==> config.mk <==
export PLATFORM = sky130hd
export DESIGN_NAME = prot_uart_tx
export DESIGN_NICKNAME = d
export VERILOG_FILES = /design/src/rtl/uart_pkg.sv /design/src/rtl/uart_tx_fifo.sv /design/src/rtl/prot_uart_tx.sv
export SDC_FILE = /design/constraint.sdc
export NUM_CORES = 1
export LEC_CHECK = 0
export CORE_MARGIN = 10
export CORE_UTILIZATION = 31
export CTS_CLUSTER_SIZE = 28
export DETAILED_ROUTE_END_ITERATION = 7
export GPL_ROUTABILITY_DRIVEN = 0
export SLEW_MARGIN = 20
export SYNTH_ARGS = -nofsm -noshare
export SYNTH_HDL_FRONTEND = slang
export SYNTH_HIERARCHICAL = 1
export SYNTH_SLANG_ARGS = --single-unit
==> constraint.sdc <==
create_clock -name clk -period 6.4 [get_ports clk]
set_input_delay 0.96 -clock clk [delete_from_list [all_inputs] [get_ports clk]]
set_output_delay 0.96 -clock clk [all_outputs]
set_load 0.05 [all_outputs]
==> src/rtl/uart_pkg.sv <==
// Shared UART framing definitions for the transmitter and the trigger-side receiver.
package uart_pkg;

  localparam int          DATA_BITS = 8;
  localparam logic [15:0] MIN_BAUD  = 16'd2;

  localparam logic [1:0] S_IDLE  = 2'd0;
  localparam logic [1:0] S_START = 2'd1;
  localparam logic [1:0] S_DATA  = 2'd2;
  localparam logic [1:0] S_STOP  = 2'd3;

  typedef enum logic [1:0] {
    IDLE  = S_IDLE,
    START = S_START,
    DATA  = S_DATA,
    STOP  = S_STOP
  } tx_state_t;

  // Bit periods below two cycles cannot be decoded by the receiver, so clamp them.
  function automatic logic [15:0] eff_period(input logic [15:0] raw);
    return (raw < MIN_BAUD) ? MIN_BAUD : raw;
  endfunction

endpackage

==> src/rtl/uart_tx_fifo.sv <==
// Byte buffer feeding the UART transmitter: synchronous FIFO with same-cycle push/pop.
module uart_tx_fifo #(
  parameter  int DEPTH = 4,
  parameter  int WIDTH = 8,
  localparam int AW    = $clog2(DEPTH),
  localparam int CW    = $clog2(DEPTH + 1)
) (
  input  logic             clk,
  input  logic             rst,
  input  logic             i_push,
  input  logic             i_pop,
  input  logic [WIDTH-1:0] i_din,
  output logic [WIDTH-1:0] o_dout,
  output logic             o_full,
  output logic             o_empty,
  output logic [CW-1:0]    o_count
);

  logic [WIDTH-1:0] r_mem [DEPTH];
  logic [AW-1:0]    r_wr_ptr;
  logic [AW-1:0]    r_rd_ptr;
  logic [CW-1:0]    r_count;
  logic             w_pop_ok;
  logic             w_push_ok;

  assign o_full    = (r_count == CW'(DEPTH));
  assign o_empty   = (r_count == '0);
  assign o_count   = r_count;
  assign o_dout    = r_mem[r_rd_ptr];
  // A push into a full buffer is legal only when the head leaves in the same cycle.
  assign w_pop_ok  = i_pop && !o_empty;
  assign w_push_ok = i_push && (!o_full || w_pop_ok);

  // Storage write; contents need no reset because count gates every read.
  always_ff @(posedge clk) begin
    if (w_push_ok) r_mem[r_wr_ptr] <= i_din;
  end

  // Pointer and occupancy bookkeeping; pointers wrap naturally since DEPTH is a power of 2.
  always_ff @(posedge clk) begin
    if (rst) begin
      r_wr_ptr <= '0;
      r_rd_ptr <= '0;
      r_count  <= '0;
    end else begin
      if (w_push_ok) r_wr_ptr <= r_wr_ptr + 1'b1;
      if (w_pop_ok)  r_rd_ptr <= r_rd_ptr + 1'b1;
      unique case ({w_push_ok, w_pop_ok})
        2'b10:   r_count <= r_count + 1'b1;
        2'b01:   r_count <= r_count - 1'b1;
        default: r_count <= r_count;
      endcase
    end
  end

endmodule

==> src/rtl/prot_uart_tx.sv <==
// UART 8N1 transmitter driving a channel line from an internal byte buffer.
//
// state | meaning
// IDLE  | line high, waiting for a buffered byte
// START | start bit (low) for one bit period
// DATA  | eight data bits, LSB first
// STOP  | stop bit (high); last cycle pulses tx_done and may chain the next frame
module prot_uart_tx
  import uart_pkg::*;
#(
  parameter  int DEPTH = 4,
  localparam int CW    = $clog2(DEPTH + 1)
) (
  input  logic          clk,
  input  logic          rst,
  input  logic [7:0]    baud_cntH,
  input  logic [7:0]    baud_cntL,
  input  logic [7:0]    tx_data,
  input  logic          wr_en,
  input  logic          clr_ovf,
  output logic          TX,
  output logic          full,
  output logic          empty,
  output logic [CW-1:0] count,
  output logic          tx_busy,
  output logic          tx_done,
  output logic          overflow
);

  tx_state_t   r_state;
  tx_state_t   w_state_nx;
  logic [15:0] r_period;
  logic [15:0] w_period_nx;
  logic [15:0] r_baud;
  logic [15:0] w_baud_nx;
  logic [2:0]  r_bit;
  logic [2:0]  w_bit_nx;
  logic [7:0]  r_shift;
  logic [7:0]  w_shift_nx;
  logic        r_tx;
  logic        w_tx_nx;
  logic        r_ovf;

  logic [15:0] w_period;
  logic        w_bit_end;
  logic        w_load;
  logic        w_pop;
  logic        w_push;
  logic        w_drop;
  logic [7:0]  w_head;
  logic        w_full;
  logic        w_empty;
  logic [CW-1:0] w_count;

  assign w_period  = eff_period({baud_cntH, baud_cntL});
  assign w_bit_end = (r_baud == 16'd0);
  assign w_push    = wr_en && (!w_full || w_pop);
  assign w_drop    = wr_en && w_full && !w_pop;

  uart_tx_fifo #(
    .DEPTH (DEPTH),
    .WIDTH (8)
  ) u_fifo (
    .clk     (clk),
    .rst     (rst),
    .i_push  (w_push),
    .i_pop   (w_pop),
    .i_din   (tx_data),
    .o_dout  (w_head),
    .o_full  (w_full),
    .o_empty (w_empty),
    .o_count (w_count)
  );

  // Next-state logic: frame sequencing, baud down-counter and shift register.
  always_comb begin
    w_state_nx  = r_state;
    w_period_nx = r_period;
    w_shift_nx  = r_shift;
    w_bit_nx    = r_bit;
    w_baud_nx   = (r_baud != 16'd0) ? r_baud - 16'd1 : r_baud;
    w_load      = 1'b0;
    w_pop       = 1'b0;
    unique case (r_state)
      IDLE: begin
        if (!w_empty) w_load = 1'b1;
      end
      START: begin
        if (w_bit_end) begin
          w_state_nx = DATA;
          w_baud_nx  = r_period - 16'd1;
        end
      end
      DATA: begin
        if (w_bit_end) begin
          w_baud_nx = r_period - 16'd1;
          if (r_bit == 3'(DATA_BITS - 1)) begin
            w_state_nx = STOP;
          end else begin
            w_shift_nx = r_shift >> 1;
            w_bit_nx   = r_bit + 3'd1;
          end
        end
      end
      STOP: begin
        if (w_bit_end) begin
          if (!w_empty) w_load = 1'b1;
          else          w_state_nx = IDLE;
        end
      end
      default: w_state_nx = IDLE;
    endcase
    // Frame start: the bit period is captured here so mid-frame register writes wait a frame.
    if (w_load) begin
      w_pop       = 1'b1;
      w_state_nx  = START;
      w_shift_nx  = w_head;
      w_period_nx = w_period;
      w_bit_nx    = 3'd0;
      w_baud_nx   = w_period - 16'd1;
    end
  end

  // Line level follows the state entered at this edge so TX is a clean register output.
  always_comb begin
    unique case (w_state_nx)
      START:   w_tx_nx = 1'b0;
      DATA:    w_tx_nx = w_shift_nx[0];
      default: w_tx_nx = 1'b1;
    endcase
  end

  // State registers, line register and sticky overflow flag.
  always_ff @(posedge clk) begin
    if (rst) begin
      r_state  <= IDLE;
      r_period <= MIN_BAUD;
      r_baud   <= 16'd0;
      r_bit    <= 3'd0;
      r_shift  <= 8'd0;
      r_tx     <= 1'b1;
      r_ovf    <= 1'b0;
    end else begin
      r_state  <= w_state_nx;
      r_period <= w_period_nx;
      r_baud   <= w_baud_nx;
      r_bit    <= w_bit_nx;
      r_shift  <= w_shift_nx;
      r_tx     <= w_tx_nx;
      if (w_drop)       r_ovf <= 1'b1;
      else if (clr_ovf) r_ovf <= 1'b0;
    end
  end

  assign TX       = r_tx;
  assign full     = w_full;
  assign empty    = w_empty;
  assign count    = w_count;
  assign tx_busy  = (r_state != IDLE);
  assign tx_done  = (r_state == STOP) && w_bit_end;
  assign overflow = r_ovf;

endmodule

==> flow_summary.json <==
{
  "worstSetupEndpoint": "u_fifo/o_count[2]$_SDFFE_PP0P_",
  "drcViolationCount": 0,
  "synth_cells": 470,
  "postCtsSetupBuffers": 0,
  "dp_cells": 670,
  "grt_pass1_wl_mm": 18.1,
  "worst-r2r-setup-slack_ns": 2.15,
  "reg2reg_from": "r_baud[0]$_SDFF_PP0_",
  "initial_core_util": 0.314,
  "tns_ns": 0,
  "drv_slew": 0,
  "end_kind": "register",
  "antenna_found_initial": 0,
  "vias": 3576,
  "tightest_slew_ns": 1.03,
  "synth-edff-count": 32,
  "critPathLaunchType": "register",
  "required_ns": 6.63,
  "cts_buffers": 9,
  "postRouteAntennaNets": 0,
  "hold_class": "register to register",
  "die_w_um": 143,
  "instances_no_fill": 685,
  "grt_start_max_net_pins": 57,
  "grt_pass1_vias": 3603,
  "ys_seq_elements": 88,
  "p_leak_nw": 1.85,
  "layout_commonest_cell": "dfxtp_1",
  "hold_buffers": 0,
  "max_cap_viol_count": 0,
  "r2r_cells": 13,
  "drt_iter0_markers": 219,
  "slew_headroom": 0.314,
  "synth_seq_area_share": 0.441,
  "setup.worst_path.start": "r_baud[0]$_SDFF_PP0_",
  "clk_latency_ns": 0.34,
  "grt_usage": 0.109,
  "yosys_most_used_dff": "dfxtp_1",
  "drtPass1Iterations": 4,
  "antenna_cells": 0,
  "die_area_um2": 20600,
  "clockBufferDepth": 2,
  "setup_viol": 0,
  "crit_arrival_ns": 4.48,
  "syn2layout_area_growth_pct": 15.7,
  "async_flop_share": 0,
  "fin_area_um2": 5460,
  "synth_area_um2": 4720,
  "syn_nets": 513,
  "hold_viol": 0,
  "timing.fmax_mhz": 235,
  "ir_drop_uv": 177,
  "nNetsFinal": 536,
  "grt_overflow": 0,
  "cts_resized": 0,
  "post-route-period-util": 0.664,
  "powerDensity_nw_per_um2": 457,
  "routedWlPerCell_um": 16.0,
  "layout_common_cells": "dfxtp_1, nand2_1, nor2_1",
  "grt_setup_unrepaired": "no",
  "path_clk_slew_ns": 0.07,
  "dp_hpwl_mm": 7.98,
  "rr_endpoint": "u_fifo/o_count[2]$_SDFFE_PP0P_",
  "htree_levels": 3,
  "dieHeight_um": 143,
  "vias_per_cell": 5.22,
  "drt_wl_total_mm": 10.9,
  "cpPeakStageDelay_ns": 0.62,
  "root_buffer": "clkbuf_16",
  "status": "finished clean",
  "cts_tree": "yes",
  "path_cells": "inv_1 > ha_1 > nor3b_1 > and4_1 > a31oi_4 > buf_4 > inv_2 > o31a_1 > nand2b_1 > fa_1 > nand2b_1 > o31ai_2 > mux2_1",
  "port_buffers": 36,
  "coreArea_um2": 15000,
  "path_class": "register to register",
  "cts_sinks": 88,
  "num_rows": 45,
  "drive_above_1_share": 0.0926,
  "placed_cell_area_um2": 5170,
  "ys_types": 65,
  "whs_path_depth": 2,
  "io_pins": 37,
  "crit_slowest_cell": "inv_2",
  "skew_ns": 0.0110,
  "fin_crit_ns": 4.25,
  "synth.avg_cell_area_um2": 10.0,
  "critPathMaxFanout": 49,
  "crit_top_cell": "nand2b_1",
  "synth_warnings": 6
}
## through the flow
stage	hold WS [ns]	utilization	total power (W)	setup slack, ns
6_report	0.478	0.363	0.00250	2.15
5_1_grt	0.499	0.363	0.00268	1.74
4_1_cts	0.480	0.363	0.00251	2.14
3_5_place_dp	0.474	0.344	0.00198	2.15
3_3_place_gp	0.473	0.344	0.00196	2.36
2_1_floorplan	0.441	-	0.00173	2.02
## how the worst min path moves through the flow
| stage | endpoint | start | slack (ns) |
|---|---|---|---|
| after floorplan | r_period[15]$_SDFFE_PP0P_ | r_period[15]$_SDFFE_PP0P_ | 0.44 |
| after global placement | r_period[15]$_SDFFE_PP0P_ | r_period[15]$_SDFFE_PP0P_ | 0.47 |
| after detailed placement | r_period[15]$_SDFFE_PP0P_ | r_period[15]$_SDFFE_PP0P_ | 0.47 |
| after CTS | r_period[15]$_SDFFE_PP0P_ | r_period[15]$_SDFFE_PP0P_ | 0.48 |
| after global routing | r_period[15]$_SDFFE_PP0P_ | r_period[15]$_SDFFE_PP0P_ | 0.50 |
| final | r_period[15]$_SDFFE_PP0P_ | r_period[15]$_SDFFE_PP0P_ | 0.48 |
## kinds of logic (layout without fill, tap and decap cells)
| kind of cell | Yosys count | after routing | synth area share |
|---|---|---|---|
| AND/OR/NAND/NOR | 178 | 178 | 0.200 |
| AO/OA/AOI/OAI | 89 | 89 | 0.132 |
| flip-flops | 88 | 88 | 0.441 |
| buffers and inverters | 42 | 69 | 0.0493 |
| XOR/XNOR | 34 | 34 | 0.0631 |
| multiplexers | 24 | 24 | 0.0724 |
| adder cells (fa/ha/maj) | 15 | 15 | 0.0414 |
## layout make-up
| class | instances | area [um^2] |
|---|---|---|
| Clock inverter | 3 | 45.0 |
| Timing Repair Buffer | 37 | 363 |
| Tap cell | 188 | 235 |
| Multi-Input combinational cell | 340 | 2420 |
| Clock buffer | 12 | 246 |
| Fill cell | 1471 | 9570 |
| Sequential cell | 88 | 2080 |
| Inverter | 17 | 63.8 |
## registers in the layout (all words and copies together) (netlist names), named ones only
| register | cells |
|---|---|
| overflow | 1 |
| r_shift | 8 |
| r_baud | 16 |
| TX | 1 |
| r_bit | 3 |
| u_fifo/r_mem | 32 |
| u_fifo/r_wr_ptr | 2 |
| u_fifo/o_count | 3 |
| r_period | 16 |
| r_state | 2 |
| u_fifo/r_rd_ptr | 2 |
## power breakdown
group          switching [W]  leakage, nW  internal, W
combinational       0.000674        0.967     0.000436
clock               0.000207        0.135     0.000311
sequential          0.000140        0.752     0.000726
## Yosys cell counts, types with 10 or more instances
master | count | area share
xor2_1 | 15 | 0.028
ha_1 | 14 | 0.037
nor2_1 | 44 | 0.035
edfxtp_1 | 32 | 0.20
dfxtp_1 | 56 | 0.24
a21oi_1 | 30 | 0.032
nor4_1 | 10 | 0.013
mux2i_1 | 15 | 0.032
inv_1 | 16 | 0.013
nor3_1 | 21 | 0.022
a211oi_1 | 20 | 0.032
nand2_1 | 45 | 0.036
xnor2_1 | 19 | 0.035
## layer usage
| metal | vias up | GRT usage | part of all wire |
|---|---|---|---|
| li1 | 1760 | - | - |
| met5 | - | 0 | 0 |
| met4 | 0 | 0.0376 | 0.017 |
| met2 | 81 | 0.185 | 0.50 |
| met3 | 21 | 0.0234 | 0.036 |
| met1 | 1714 | 0.132 | 0.45 |
## critical path: cells and delay by family, from the launching register on
| family | cells | cell delay, ns |
|---|---|---|
| compound gates | 3 | 0.69 |
| fa+ha+maj | 2 | 0.60 |
| buf+inv | 3 | 1.00 |
| flops | 1 | 0.34 |
| mux | 1 | 0.34 |
| simple gates | 4 | 1.17 |
No activity file was read; power rests on OpenSTA's default activity.
